`src/rtl/effect_param_ctrl.sv`:
```
// effect_param_ctrl
//
// Parameter controller for the audio effect chain. Single-cycle user command
// pulses become per-effect enable bits and 3-bit levels. A captured command is
// applied only on a sample-boundary strobe (i_valid), so an effect never sees
// its parameters change while a sample is in flight. A short mute window is
// opened after every enable toggle to hide the click.
//
// Parameters:
//   N_EFFECTS      number of effects controlled (>= 2)
//   SEL_W          width of the selection index (2**SEL_W >= N_EFFECTS)
//   LOCKOUT_CYCLES clock cycles after an apply during which commands are ignored (>= 1)
//   MUTE_SAMPLES   sample strobes muted after an enable toggle (0 = no muting)
//
// Ports:
//   i_clk, i_rst_n   clock, asynchronous active-low reset
//   i_valid          sample-boundary strobe, one cycle wide
//   i_sel_next       pulse: advance the selected effect
//   i_toggle         pulse: invert the enable of the selected effect
//   i_level_up       pulse: increment the selected level (saturates at 7)
//   i_level_down     pulse: decrement the selected level (saturates at 0)
//   o_enable[k]      enable of effect k
//   o_level[3k+2:3k] level of effect k
//   o_sel            currently selected effect
//   o_busy           high whenever the controller is not idle
//   o_update         one-cycle pulse in the cycle new parameters first appear
//   o_mute           high while the post-toggle mute window is active

module effect_param_ctrl #(
  parameter int N_EFFECTS      = 4,
  parameter int SEL_W          = 2,
  parameter int LOCKOUT_CYCLES = 1024,
  parameter int MUTE_SAMPLES   = 64
) (
  input  logic                   i_clk,
  input  logic                   i_rst_n,
  input  logic                   i_valid,
  input  logic                   i_sel_next,
  input  logic                   i_toggle,
  input  logic                   i_level_up,
  input  logic                   i_level_down,
  output logic [N_EFFECTS-1:0]   o_enable,
  output logic [3*N_EFFECTS-1:0] o_level,
  output logic [SEL_W-1:0]       o_sel,
  output logic                   o_busy,
  output logic                   o_update,
  output logic                   o_mute
);

  localparam int LOCK_W = $clog2(LOCKOUT_CYCLES + 1);
  localparam int MUTE_W = (MUTE_SAMPLES > 0) ? $clog2(MUTE_SAMPLES + 1) : 1;

  localparam logic [LOCK_W-1:0] LOCK_LOAD = LOCK_W'(LOCKOUT_CYCLES);
  localparam logic [LOCK_W-1:0] LOCK_ONE  = LOCK_W'(1);
  localparam logic [MUTE_W-1:0] MUTE_LOAD = MUTE_W'(MUTE_SAMPLES);
  localparam logic [MUTE_W-1:0] MUTE_ONE  = MUTE_W'(1);
  localparam logic [SEL_W-1:0]  SEL_LAST  = SEL_W'(N_EFFECTS - 1);
  localparam logic [SEL_W-1:0]  SEL_ONE   = SEL_W'(1);

  typedef enum logic [1:0] {
    IDLE,
    PENDING,
    LOCKOUT
  } state_t;

  typedef enum logic [2:0] {
    CMD_NONE,
    CMD_TOGGLE,
    CMD_UP,
    CMD_DOWN,
    CMD_SEL
  } cmd_t;

  state_t                 state, next_state;
  cmd_t                   pend_cmd, next_cmd;
  logic [LOCK_W-1:0]      lock_cnt, next_lock_cnt;
  logic [MUTE_W-1:0]      mute_cnt, next_mute_cnt;
  logic                   apply;
  logic [N_EFFECTS-1:0]   next_enable;
  logic [3*N_EFFECTS-1:0] next_level;
  logic [SEL_W-1:0]       next_sel;

  // Control FSM: capture one command in IDLE, wait for a sample boundary in
  // PENDING, then hold off new commands for LOCKOUT_CYCLES clocks.
  always_comb begin
    next_state    = state;
    next_cmd      = pend_cmd;
    next_lock_cnt = lock_cnt;
    apply         = 1'b0;

    case (state)
      IDLE: begin
        // Simultaneous pulses resolve to one command; the rest are dropped.
        if (i_toggle)          next_cmd = CMD_TOGGLE;
        else if (i_level_up)   next_cmd = CMD_UP;
        else if (i_level_down) next_cmd = CMD_DOWN;
        else if (i_sel_next)   next_cmd = CMD_SEL;
        else                   next_cmd = CMD_NONE;

        if (i_toggle || i_level_up || i_level_down || i_sel_next)
          next_state = PENDING;
      end

      PENDING: begin
        if (i_valid) begin
          apply         = 1'b1;
          next_cmd      = CMD_NONE;
          next_lock_cnt = LOCK_LOAD;
          next_state    = LOCKOUT;
        end
      end

      LOCKOUT: begin
        if (lock_cnt != '0)
          next_lock_cnt = lock_cnt - LOCK_ONE;
        // Leaving on the last decrement puts us in IDLE the cycle after it.
        if (lock_cnt <= LOCK_ONE)
          next_state = IDLE;
      end

      default: begin
        next_state = IDLE;
        next_cmd   = CMD_NONE;
      end
    endcase
  end

  // Parameter update and mute window. The selection is read at apply time;
  // it cannot move while a command is pending because only one is in flight.
  always_comb begin
    next_enable   = o_enable;
    next_level    = o_level;
    next_sel      = o_sel;
    next_mute_cnt = mute_cnt;

    if (i_valid && (mute_cnt != '0))
      next_mute_cnt = mute_cnt - MUTE_ONE;

    if (apply) begin
      case (pend_cmd)
        CMD_SEL: begin
          next_sel = (o_sel == SEL_LAST) ? '0 : o_sel + SEL_ONE;
        end

        CMD_TOGGLE: begin
          for (int k = 0; k < N_EFFECTS; k++) begin
            if (o_sel == SEL_W'(k))
              next_enable[k] = ~o_enable[k];
          end
          // A load wins over the decrement issued by the same strobe.
          next_mute_cnt = MUTE_LOAD;
        end

        CMD_UP: begin
          for (int k = 0; k < N_EFFECTS; k++) begin
            if ((o_sel == SEL_W'(k)) && (o_level[3*k +: 3] != 3'd7))
              next_level[3*k +: 3] = o_level[3*k +: 3] + 3'd1;
          end
        end

        CMD_DOWN: begin
          for (int k = 0; k < N_EFFECTS; k++) begin
            if ((o_sel == SEL_W'(k)) && (o_level[3*k +: 3] != 3'd0))
              next_level[3*k +: 3] = o_level[3*k +: 3] - 3'd1;
          end
        end

        default: begin
        end
      endcase
    end
  end

  // State and parameter registers.
  always_ff @(posedge i_clk or negedge i_rst_n) begin
    if (!i_rst_n) begin
      state    <= IDLE;
      pend_cmd <= CMD_NONE;
      lock_cnt <= '0;
      mute_cnt <= '0;
      o_enable <= '0;
      o_level  <= '0;
      o_sel    <= '0;
      o_update <= 1'b0;
    end else begin
      state    <= next_state;
      pend_cmd <= next_cmd;
      lock_cnt <= next_lock_cnt;
      mute_cnt <= next_mute_cnt;
      o_enable <= next_enable;
      o_level  <= next_level;
      o_sel    <= next_sel;
      o_update <= apply;
    end
  end

  // Both flags decode registers only, so no input reaches an output directly.
  assign o_busy = (state != IDLE);
  assign o_mute = (mute_cnt != '0);

endmodule

```
`config.mk`:
```
export PLATFORM = sky130hd
export DESIGN_NAME = effect_param_ctrl
export DESIGN_NICKNAME = d
export VERILOG_FILES = /design/src/rtl/effect_param_ctrl.sv
export SDC_FILE = /design/constraint.sdc
export NUM_CORES = 1
export LEC_CHECK = 0
export BUFFER_PORTS_ARGS = -buffer_cell sky130_fd_sc_hd__buf_2
export CAP_MARGIN = 20
export CORE_AREA = 2 2 68 70
export DETAILED_ROUTE_END_ITERATION = 12
export DIE_AREA = 0 0 70 72
export GPL_TIMING_DRIVEN = 0
export PLACE_DENSITY = 0.72
export SKIP_CTS_REPAIR_TIMING = 1
export SLEW_MARGIN = 40
export SYNTH_ARGS = -nofsm -noshare
export SYNTH_HDL_FRONTEND = slang
export SYNTH_SLANG_ARGS = --single-unit
```
`constraint.sdc`:
```
create_clock -name i_clk -period 2.4 [get_ports i_clk]
set_input_delay 0.48 -clock i_clk [delete_from_list [all_inputs] [get_ports i_clk]]
set_output_delay 0.48 -clock i_clk [all_outputs]
set_load 0.01 [all_outputs]
```
==> results of run 1 <==
-- power by group --
group | leakage, nW | switching, mW | internal (mW) | total, mW
Combinational | 0.642 | 0.680 | 0.607 | 1.29
Sequential | 0.528 | 0.277 | 0.981 | 1.26
Clock | 0.0482 | 0.235 | 0.232 | 0.467
-- kinds of logic (layout without fill, tap and decap cells) --
group,count (synthesis),count (layout)
buf+inv,24,62
compound gates,36,36
mux,10,10
flops,42,42
xor+xnor,19,19
simple gates,76,76
fa+ha+maj,12,12
-- synthesized netlist by cell type (all sizes together) (2+ instances only) --
cell type  number
a21o            2
a21oi          11
buf             3
clkbuf          4
dfrtp          42
fa              4
ha              8
inv            17
mux2            2
mux2i           8
nand2          18
nand3           4
nand3b          5
nor2           11
nor2b           3
nor3            5
nor3b           2
nor4            6
nor4b           2
o21ai           4
o311ai          6
o31ai           2
o41ai           6
or2             3
or3             7
or4             3
or4b            3
xnor2          13
xor2            6
-- layout make-up --
type | instances | area share
repair buffers | 30 | 0.06244
clock inverters | 1 | 0.001921
inverters | 17 | 0.02450
multi-input cells | 153 | 0.4380
flip-flops and latches | 42 | 0.4035
plain buffers | 7 | 0.01153
well taps | 52 | 0.02498
clock buffers | 7 | 0.03314
-- flip-flops by register name (all words and copies together), names as in the netlist --
register and cells:
o_sel 2, o_update 1, pend_cmd 3, o_level 12, o_enable 4, mute_cnt 7, state 2, lock_cnt 11
-- layer usage --
| metal | track usage | vias to the layer above |
|---|---|---|
| met5 | 0 | - |
| met4 | 0.08120 | 0 |
| met3 | 0.03611 | 7 |
| met2 | 0.3090 | 21 |
| met1 | 0.2225 | 819 |
| li1 | - | 848 |
-- through the flow --
| step | setup TNS, ns | power, mW | instances |
|---|---|---|---|
| after global placement | -0.006940 | 2.507 | 297 |
| after floorplan | 0 | 2.181 | 219 |
| after CTS | 0 | 3.028 | 305 |
| after global routing | 0 | 3.275 | 309 |
| final | 0 | 3.013 | 309 |
| after detailed placement | -0.009218 | 2.549 | 297 |
-- layout by cell type (no fill, tap or decap), types with 6 or more instances in the layout --
cell      count
a21oi_1      11
buf_2        28
clkbuf_8      6
dfrtp_1      42
ha_1          8
inv_1        17
mux2i_1       8
nand2_1      18
nor2_1       11
nor4_1        6
o311ai_0      6
o41ai_1       6
or3_1         6
xnor2_1      13
xor2_1        6
-- path summary, 6_finish.rpt --
path                                         start                 endpoint  slack [ns]
max                          mute_cnt[0]$_DFF_PN0_    mute_cnt[1]$_DFF_PN0_        0.29
max in group asynchronous                  i_rst_n  lock_cnt[4]$_DFFE_PN0P_        1.87
min                                        i_rst_n    mute_cnt[3]$_DFF_PN0_        0.16
min reg2reg                o_enable[1]$_DFFE_PN0P_  o_enable[1]$_DFFE_PN0P_        0.47
max reg2reg                  mute_cnt[0]$_DFF_PN0_    mute_cnt[1]$_DFF_PN0_        0.29
min in group i_clk                      i_sel_next     state[0]$_DFFE_PN0P_        0.45
==> results.md, run 1 <==
Outcome:
- The flow ran to the end, and the final reports show no timing, DRC or antenna violations.

Global route:
- Entering global routing, the biggest net connects 43 pins.
- The number of antenna violations at the first check in global routing is 0.
- The global router's overall resource usage is 0.1803.
- Global routing finished with a remaining overflow of 0.
- The first global-routing pass estimated 7203 um of wire.
- The via count of the first global-routing pass was 1608.

Placed design:
- The count of buffers added on input and output ports is 26.
- Before CTS, the worst setup slack after placement is -0.006769 ns.
- After detailed placement, the total cell area comes to 0.002484 mm^2.
- The final weighted congestion of routability-driven global placement is 0.7894.
- After legalization and detailed placement, the total HPWL measured 2969 um.

Detailed routing:
- In this run the remaining antenna-violating nets after routing total 0.
- The routed design has 4207 um of wire.
- After detailed routing, the average wire length per cell comes to 13.61 um.
- The detailed router put a total of 1936 um of wire on met1.
- The pre-antenna-repair detailed-routing pass consisted of 4 iterations.
- The first routing iteration left 66 violations.
- The DRC violation count after routing is 0.
- The length of routed met2 wiring is 2105 um.
- The number of vias per cell is 5.485.
- The total number of vias is 1695.
- The top routing layer in use is met4.
- The wire length on met3 is 104 um.

Timing:
- The post-layout worst setup margin is 0.2906 ns.
- The worst-margin pin slew is 0.5503 ns.
- The maximum clock frequency is 474.1 MHz.
- The final period demand of the worst path is 2.109 ns.
- The hold violation count in the final report is 0.
- The worst pin sits at a relative slew slack of 0.6283.
- In the finished design, the share of the clock period the worst path needs comes to 0.8789.
- Setup repair after global routing left no endpoint under its margin.
- Setup violations remaining at the end of the flow were counted as 0.
- The max-slew violation count came to 0.
- The post-route clock skew is 0.008453 ns.
- The final hold slack is 0.1642 ns.

Yosys:
- The compound-cell area share of the yosys netlist is 0.1095.
- The proportion of register bits with asynchronous set or reset after synthesis is 1.000.
- The synthesized-area fraction occupied by adder cells is 0.07882.
- Counting flops with a built-in enable in the synthesized netlist gives 0.
- The post-synthesis instance total is 219.
- Of all cell types, the one taking the most synthesized area is dfrtp_1.
- The fraction of synthesized cell area in xor and xnor cells is 0.07280.
- Of the total synthesized cell area, the portion taken by AND, OR, NAND and NOR gates is 0.1932.
- The mapped netlist covers 0.002286 mm^2.
- Sorting the synthesized cells by area gives the leading types as dfrtp_1, xnor2_1, ha_1.
- The sequential element share of the synthesized area is 0.4598.
- The count of different cell masters after synthesis is 41.
- In this run, synthesis produced a sequential element count of 42.
- Of the post-synthesis cell area, the dominant cell type holds 0.4598.
- The average instance area after synthesis is 10.44 um^2.
- The count of yosys warnings during synthesis is 0.
- The net count after synthesis is 238.
- The dominant register cell in the synthesized netlist is dfrtp_1.
- The share of cell area taken by muxes after synthesis is 0.04488.
- By area, the combinational part of the netlist is dominated by simple AND/OR/NAND/NOR gates.

Die:
- The full die area is 0.005040 mm^2.
- For this design the top-level I/O count stands at 28.
- The floorplan core area is 0.004264 mm^2.
- The die is 70 um wide.
- For this configuration, the core starts out at a cell density of 0.5361.
- The height of the die is 72 um.
- After floorplanning, the core was divided into 24 placement rows.

Cells and area:
- Across the whole layout, storage elements account for 0.001051 mm^2.
- The area of all placed cells without fillers is 0.002605 mm^2.
- The area of the multi-input gates is 0.001141 mm^2.
- The end-of-flow core utilization is 0.6109.
- The final-stage net count is 275.
- The synthesis-to-finish area growth is 13.96%.
- The number of inserted filler cells in the final layout is 356.
- The proportion of layout cells with a drive suffix above 1 is 0.2023.
- The final antenna diode count is 0.

Worst setup path:
- The logic depth of the worst setup path including buffers is 6.
- The top fanout value on the critical path is 3.
- The peak per-stage delay on the critical path is 0.46 ns.
- The worst setup path is launched from a flop.
- The worst setup path is captured at a flop.
- The critical path is of the reg -> reg type.
- The cell depth of the worst flop-to-flop path is 6.
- For the worst setup path, the data arrival time is 2.34 ns.
- The endpoint required time on the critical path is 2.63 ns.
- Among all stages on the critical path, the largest delay is contributed by or3b_2.
- The sum of buffers and inverters on the critical path is 1.
- The top cell family by delay on the critical path is simple AND/OR/NAND/NOR gates.
- The signal on the critical path passes through inv_1, ha_1, or3b_2, o41ai_1, mux2_2, nor2_1.

Power:
- The peak ir drop on the vdd network is 0.4754 mV.
- The analysis attributes to cell leakage a power of 1.219 nW.
- For this design the ratio of total power to cell area is 1157 mW/mm^2.

Clock network:
- The H-tree generated during clock tree synthesis spans 2 levels.
- The clock transition at the registers of the reported paths is 0.08 ns.
- The tree built by TritonCTS fans out to 42 sinks.
- The clock passes through at most 2 buffers.
- The number of clock buffers inserted by TritonCTS is 5.
- The tree is rooted in a clkbuf_8.
- TritonCTS built the clock tree.
- The clock latency on the worst-skew pair is 0.29 ns.

Run:
- The max-capacitance violation count is 0.

Min path:
- In this run the worst hold path is classified as in -> async.
Note: power is estimated with default switching activity, not from simulation.
==> run 2, diff against run 1 <==
--- a/config.mk
+++ b/config.mk
@@ -5,13 +5,13 @@
 export SDC_FILE = /design/constraint.sdc
 export NUM_CORES = 1
 export LEC_CHECK = 0
-export BUFFER_PORTS_ARGS = -buffer_cell sky130_fd_sc_hd__buf_2
+export BUFFER_PORTS_ARGS = -buffer_cell sky130_fd_sc_hd__buf_4
 export CAP_MARGIN = 20
-export CORE_AREA = 2 2 68 70
+export CORE_AREA = 2 2 67 69
 export DETAILED_ROUTE_END_ITERATION = 12
-export DIE_AREA = 0 0 70 72
+export DIE_AREA = 0 0 69 71
 export GPL_TIMING_DRIVEN = 0
-export PLACE_DENSITY = 0.72
+export PLACE_DENSITY = 0.74
 export SKIP_CTS_REPAIR_TIMING = 1
 export SLEW_MARGIN = 40
 export SYNTH_ARGS = -nofsm -noshare
==> run 2 against run 1 <==
Effect of this change:
- critical endpoint unchanged
- core utilization rose by 2.6 points
- critical path type unchanged
- hold slack got worse by 0.0090 ns
- clock power up 18%
- setup slack got worse by 0.052 ns
- largest cell class unchanged
- clock skew down 0.0055 ns
- cell count is 0.32% lower
- total power grew 5.1%
- wire length grew 1.1%
- non-clock buffer count is 1 lower
- fmax is 2.4% lower
==> results.md, run 2 (synthesis results as in run 1) <==
Timing:
- The hold violation count in the final report is 0.
- In the post-route analysis, the smallest setup slack over all paths is 0.2383 ns.
- For the pin with the worst max-slew slack, the measured transition is 0.5893 ns.
- The maximum clock frequency is 462.6 MHz.
- Setup repair after global routing left no endpoint under its margin.
- For the final routed database, the setup TNS stands at 0 ns.
- The post-route clock skew is 0.002989 ns.
- The max-slew violation count was 0.
- The clock period could shrink to 2.162 ns.
- Of the available clock period, the critical path in the final layout requires 0.9007.
- The worst pin sits at a relative slew slack of 0.6020.
- Setup violations remaining at the end of the flow were counted as 0.

Cells and area:
- Once layout is complete, the utilization of the core stands at 0.6369.
- The final instance count without filler cells is 308.
- The library cell used most frequently in the layout, excluding fill and tap cells, is dfrtp_1.
- The register bank with the most flops is o_level.
- The multi-input combinational cells in the finished layout cover a total of 0.001141 mm^2.
- After the last flow step, the layout net total stands at 274.
- The largest registers in the layout are o_level: 12 flops, lock_cnt: 11 flops, mute_cnt: 7 flops.
- The synthesis-to-finish area growth is 17.13%.
- The number of antenna diodes in the final layout is 0.
- Of the cells placed in the final design, the portion with a size suffix greater than 1 is 0.2031.
- The number of inserted filler cells in the final layout is 341.
- Summing all non-filler instances in the final layout gives an area of 0.002678 mm^2.
- The flip-flop count of the largest register, all copies and words added is 12.
- In the final layout, flip-flops and latches occupy 0.001051 mm^2.
- In the layout the commonest cells are dfrtp_1, buf_4, nand2_1, inv_1, xnor2_1.

Worst setup path:
- The sum of buffers and inverters on the critical path is 1.
- The peak per-stage delay on the critical path is 0.48 ns.
- The kind of end point of the critical path is a flop.
- The cell type of the slowest stage on the worst timing path is o41ai_1.
- The critical path class is reg -> reg.
- In this run the worst path has a maximum fanout of 3.
- STA classifies the critical path startpoint as a flop.
- The signal on the critical path passes through inv_1, ha_1, or3b_2, o41ai_1, mux2_2, nor2_1.
- The top cell family by delay on the critical path is simple AND/OR/NAND/NOR gates.
- At the worst endpoint, the arrival time is 2.39 ns.
- The endpoint required time on the critical path is 2.62 ns.

Global route:
- The number of antenna violations at the first check in global routing is 0.
- The via count of the first global-routing pass is 1667.
- Across every metal layer, demand over resource in global routing totals 0.1959.
- Entering global routing, the biggest net connects 43 pins.
- The first global-routing pass estimated 7734 um of wire.
- The overall overflow remaining after global route is 0.

Placed design:
- The instance area at placement is 0.002546 mm^2.
- Buffers placed on the I/O ports in this run total 26.
- The final weighted congestion of routability-driven global placement is 0.7776.
- OpenSTA, run right after detailed placement, puts the worst setup slack at -0.02916 ns.
- The total half-perimeter wirelength after legalization and detailed placement is 3087 um.
- Counting tap cells, the placed design contains a total of 297 instances.

Die:
- Measured along the x axis, the die boundary spans 69 um.
- The initial utilization of the core area, before any placement, comes to 0.5437.
- The floorplan core area is 0.004204 mm^2.
- After floorplanning, the core was divided into 24 placement rows.
- The floorplan step defined a die boundary enclosing 0.004899 mm^2.
- 28 I/O pins were placed.
- The height of the die is 71 um.

Detailed routing:
- The DRC violation count after routing is 0.
- The average wire per cell in the routed design is 13.81 um.
- The detailed router finished its first iteration with 59 violations.
- The first detailed-routing pass ran for 4 iterations.
- Dividing the detail-routed via count by the number of cells gives 5.529.
- The overall routed net length is 4252 um.
- The detailed router placed 1703 vias in this run.
- In this run the remaining antenna-violating nets after routing total 0.

Clock network:
- TritonCTS built the clock tree.
- The buffer levels on the longest clock path is 2.
- The number of sinks handled by clock tree synthesis is 42.
- After clock tree synthesis, the clock-pin slew on the worst setup and hold paths is 0.08 ns.
- The number of clock buffers inserted by TritonCTS is 5.
- The number of H-tree levels is 2.
- Clock latency on the worst-skew pair, taken at its later pin, is 0.29 ns.
- The tree is rooted in a clkbuf_8.

Power:
- Summed over all cells, the static leakage comes to 1.240 nW.
- In this run the power density over the cells is 1183 mW/mm^2.
- The peak ir drop on the vdd network is 0.5916 mV.

Run:
- The max-capacitance violation count is 0.

Outcome:
- The flow ran to the end, and the final reports show no timing, DRC or antenna violations.

Min path:
- The tightest min-delay check is of the in -> async type.
==> run 2: changes by cell type in the layout (fill, tap and decap cells not counted), sizes merged <==
cell / delta
buf: -1
bufinv: +1
clkbuf: -2
clkinv: +1
==> run 2: cell type report <==
| class | count | area share |
|---|---|---|
| multi-input cells | 153 | 0.4262 |
| flip-flops and latches | 42 | 0.3925 |
| repair buffers | 29 | 0.08131 |
| clock buffers | 5 | 0.02570 |
| well taps | 52 | 0.02430 |
| inverters | 17 | 0.02383 |
| clock inverters | 3 | 0.01495 |
| plain buffers | 7 | 0.01121 |
==> run 2: path summary, 6_finish.rpt <==
path	slack (ns)	to	start	depth (start not counted)
max in group asynchronous	1.89	lock_cnt[6]$_DFFE_PN0P_	i_rst_n	1
worst min register to register	0.48	o_enable[3]$_DFFE_PN0P_	o_enable[3]$_DFFE_PN0P_	1
min in group i_clk	0.45	state[0]$_DFFE_PN0P_	i_sel_next	3
worst max-delay path	0.24	mute_cnt[1]$_DFF_PN0_	mute_cnt[0]$_DFF_PN0_	6
worst min-delay path	0.16	mute_cnt[3]$_DFF_PN0_	i_rst_n	1
worst max register to register	0.24	mute_cnt[1]$_DFF_PN0_	mute_cnt[0]$_DFF_PN0_	6
==> run 2: layer usage <==
metal | global-route usage | up-vias | part of all wire
met5 | 0 | - | 0
met4 | 0.05447 | 0 | 0.0080
met3 | 0.05128 | 5 | 0.034
met2 | 0.3237 | 23 | 0.50
met1 | 0.2580 | 824 | 0.46
li1 | - | 851 | -
==> run 2: metrics by stage <==
stage | total power [mW] | hold slack (ns)
4_1_cts | 3.190 | 0.1747
6_report | 3.167 | 0.1552
2_1_floorplan | 2.181 | 0.1844
3_3_place_gp | 2.571 | 0.4605
5_1_grt | 3.464 | 0.1946
3_5_place_dp | 2.632 | 0.4648
==> run 2: report_power, final <==
| part | internal [mW] | total (mW) | switching [mW] |
|---|---|---|---|
| sequential | 0.981 | 1.27 | 0.285 |
| combinational | 0.665 | 1.35 | 0.684 |
| clock | 0.306 | 0.551 | 0.245 |
==> run 3, diff against run 2 <==
==> constraint.sdc (replaced) <==
create_clock -name i_clk -period 2.4 [get_ports i_clk]
set_input_delay 0 -clock i_clk [delete_from_list [all_inputs] [get_ports i_clk]]
set_output_delay 0 -clock i_clk [all_outputs]
set_load 0.01 [all_outputs]
==> run 3 against run 2 <==
Effect of this change:
- clock skew barely moved
- clock-buffer cell count did not move
- critical path type unchanged
- highest routed layer unchanged
- fmax hardly changed
- flip-flop and latch count unchanged
- non-clock buffer count increased by 2
==> results.md, run 3 (synthesis results as in run 1) <==
Clock network:
- In this run the deepest clock path goes through 2 buffers.
- The number of clock buffers inserted by TritonCTS is 5.
- After clock tree synthesis, the clock-pin slew on the worst setup and hold paths is 0.08 ns.
- The clock tree root driver cell is clkbuf_8.
- The H-tree was split into 2 levels.
- TritonCTS built the clock tree.
- The number of sinks handled by clock tree synthesis is 42.
- The clock reaches the later pin of the worst-skew pair after 0.29 ns.

Cells and area:
- The area growth from synthesis to layout is 18.01%.
- Ranked by flip-flop count, first place goes to o_level.
- The final-stage net count is 276.
- The proportion of layout cells with a drive suffix above 1 is 0.2016.
- The final antenna diode count is 0.
- The top cell types in the final layout, fill and taps aside, are dfrtp_1, buf_4, nand2_1, inv_1, xnor2_1.
- The area of the multi-input gates is 0.001141 mm^2.
- Once layout is complete, the utilization of the core stands at 0.6417.
- The register with the most flip-flops in the layout has 12 of them.
- The number of inserted filler cells in the final layout is 339.
- Leaving out fill and tap cells, the most frequent cell in the layout is dfrtp_1.
- Registers take 0.001051 mm^2.
- In the final layout, the registers with the most flip-flops are o_level: 12 flops, lock_cnt: 11 flops, mute_cnt: 7 flops.

Die:
- In this run the horizontal extent of the chip is 69 um.
- After floorplanning, the core was divided into 24 placement rows.
- The effective utilization at floorplan is 0.5437.
- The floorplan core area is 0.004204 mm^2.
- The number of top-level pins is 28.
- The height of the die is 71 um.
- The die covers 0.004899 mm^2.

Power:
- The peak ir drop on the vdd network is 0.5894 mV.
- Power spread over the standard cell area amounts to 1175 mW/mm^2.
- For this design the static power due to leakage is 1.249 nW.

Timing:
- The hold violation count in the final report is 0.
- The max-slew violation count is 0.
- Setup violations remaining at the end of the flow were counted as 0.
- The worst-margin pin slew is 0.5739 ns.
- Setup repair after global routing left no endpoint under its margin.
- The post-layout worst setup margin is 0.2387 ns.
- The worst path needs 2.161 ns of the cycle, external delays included.
- Dividing the final minimum period by the clock period gives 0.9005.
- Derived from the worst setup path, the maximum achievable clock frequency is 462.7 MHz.
- The headroom to the max-slew limit is 0.6124.
- On the final layout, the worst clock skew is 0.002791 ns.
- The final hold slack is 0.02941 ns.

Global route:
- The first-pass GRT wire length is 7734 um.
- Entering global routing, the biggest net connects 43 pins.
- Global routing finished with a remaining overflow of 0.
- The number of antenna violations at the first check in global routing is 0.
- The global router's overall resource usage is 0.1959.
- The via count of the first global-routing pass is 1667.

Detailed routing:
- After detailed routing, the total wire length is 4273 um.
- The total number of vias is 1701.
- The initial detailed-routing violation count is 59.
- For this run, design rule violations remaining after detail routing come to 0.
- After detailed routing, the average wire length per cell comes to 13.78 um.
- Once detail routing completed, the nets flagged for antenna violations numbered 0.
- Using the TritonRoute via totals, the vias-per-cell ratio works out to 5.487.
- The first TritonRoute pass finished after 4 iterations.

Placed design:
- The count of input and output buffers is 26.
- The final weighted congestion of routability-driven global placement is 0.7776.
- The setup slack after placement is -0.02916 ns.
- The total half-perimeter wirelength after legalization and detailed placement is 3087 um.

Worst setup path:
- The critical path is of the reg -> reg type.
- STA classifies the critical path endpoint as a flop.
- In this run the worst path has a maximum fanout of 3.
- The sort of element at the start of the critical path is a flop.
- The data arrival time of the critical path is 2.38 ns.
- The endpoint required time on the critical path is 2.62 ns.

Run:
- The max-capacitance violation count is 0.

Min path:
- The worst hold-check path type is in -> reg.

Outcome:
- The flow ran to the end, and the final reports show no timing, DRC or antenna violations.
[run 3: final cells by class]
type | count | share of cell area
Inverter | 17 | 0.02365
Timing Repair Buffer | 31 | 0.08813
Clock inverter | 3 | 0.01484
Clock buffer | 5 | 0.02551
Buffer | 7 | 0.01113
Multi-Input combinational cell | 153 | 0.4230
Tap cell | 52 | 0.02412
Sequential cell | 42 | 0.3896
[run 3: path summary, 6_finish.rpt]
path	cells past startpoint	from	slack, ns	endpoint
setup / recovery	6	mute_cnt[0]$_DFF_PN0_	0.24	mute_cnt[1]$_DFF_PN0_
hold / removal	2	i_valid	0.03	state[0]$_DFFE_PN0P_
setup reg to reg	6	mute_cnt[0]$_DFF_PN0_	0.24	mute_cnt[1]$_DFF_PN0_
hold reg to reg	1	o_enable[3]$_DFFE_PN0P_	0.48	o_enable[3]$_DFFE_PN0P_
max in group asynchronous	2	i_rst_n	1.83	lock_cnt[6]$_DFFE_PN0P_
min in group asynchronous	2	i_rst_n	0.22	mute_cnt[3]$_DFF_PN0_
[run 3: per-stage QoR]
stage / cells / setup TNS, ns / cell area (um^2) / power [mW]
2_1_floorplan: 219 / 0 / 2286 / 2.181
3_3_place_gp: 297 / 0 / 2546 / 2.571
3_5_place_dp: 297 / -0.03288 / 2546 / 2.632
4_1_cts: 305 / -0.05407 / 2655 / 3.190
5_1_grt: 310 / 0 / 2698 / 3.466
6_report: 310 / 0 / 2698 / 3.170
[run 3: worst max-delay path, cell delays in order (launching register included)]
cell	delay, ns
dfrtp_1	0.38
inv_1	0.09
ha_1	0.19
or3b_2	0.47
o41ai_1	0.48
mux2_2	0.39
nor2_1	0.09
[run 3: report_power, final]
part | internal (mW) | total (mW) | switching [mW]
clock network | 0.306 | 0.551 | 0.245
registers | 0.980 | 1.27 | 0.287
logic | 0.668 | 1.35 | 0.685
[run 3: per-layer routing]
metal / part of all wire / vias to the layer above / GRT usage / wire (um)
met5: 0 / - / 0 / 0
met4: 0.0080 / 0 / 0.05447 / 34
met3: 0.030 / 5 / 0.05128 / 130
met2: 0.49 / 21 / 0.3237 / 2090
met1: 0.47 / 819 / 0.2580 / 2017
li1: - / 856 / - / -
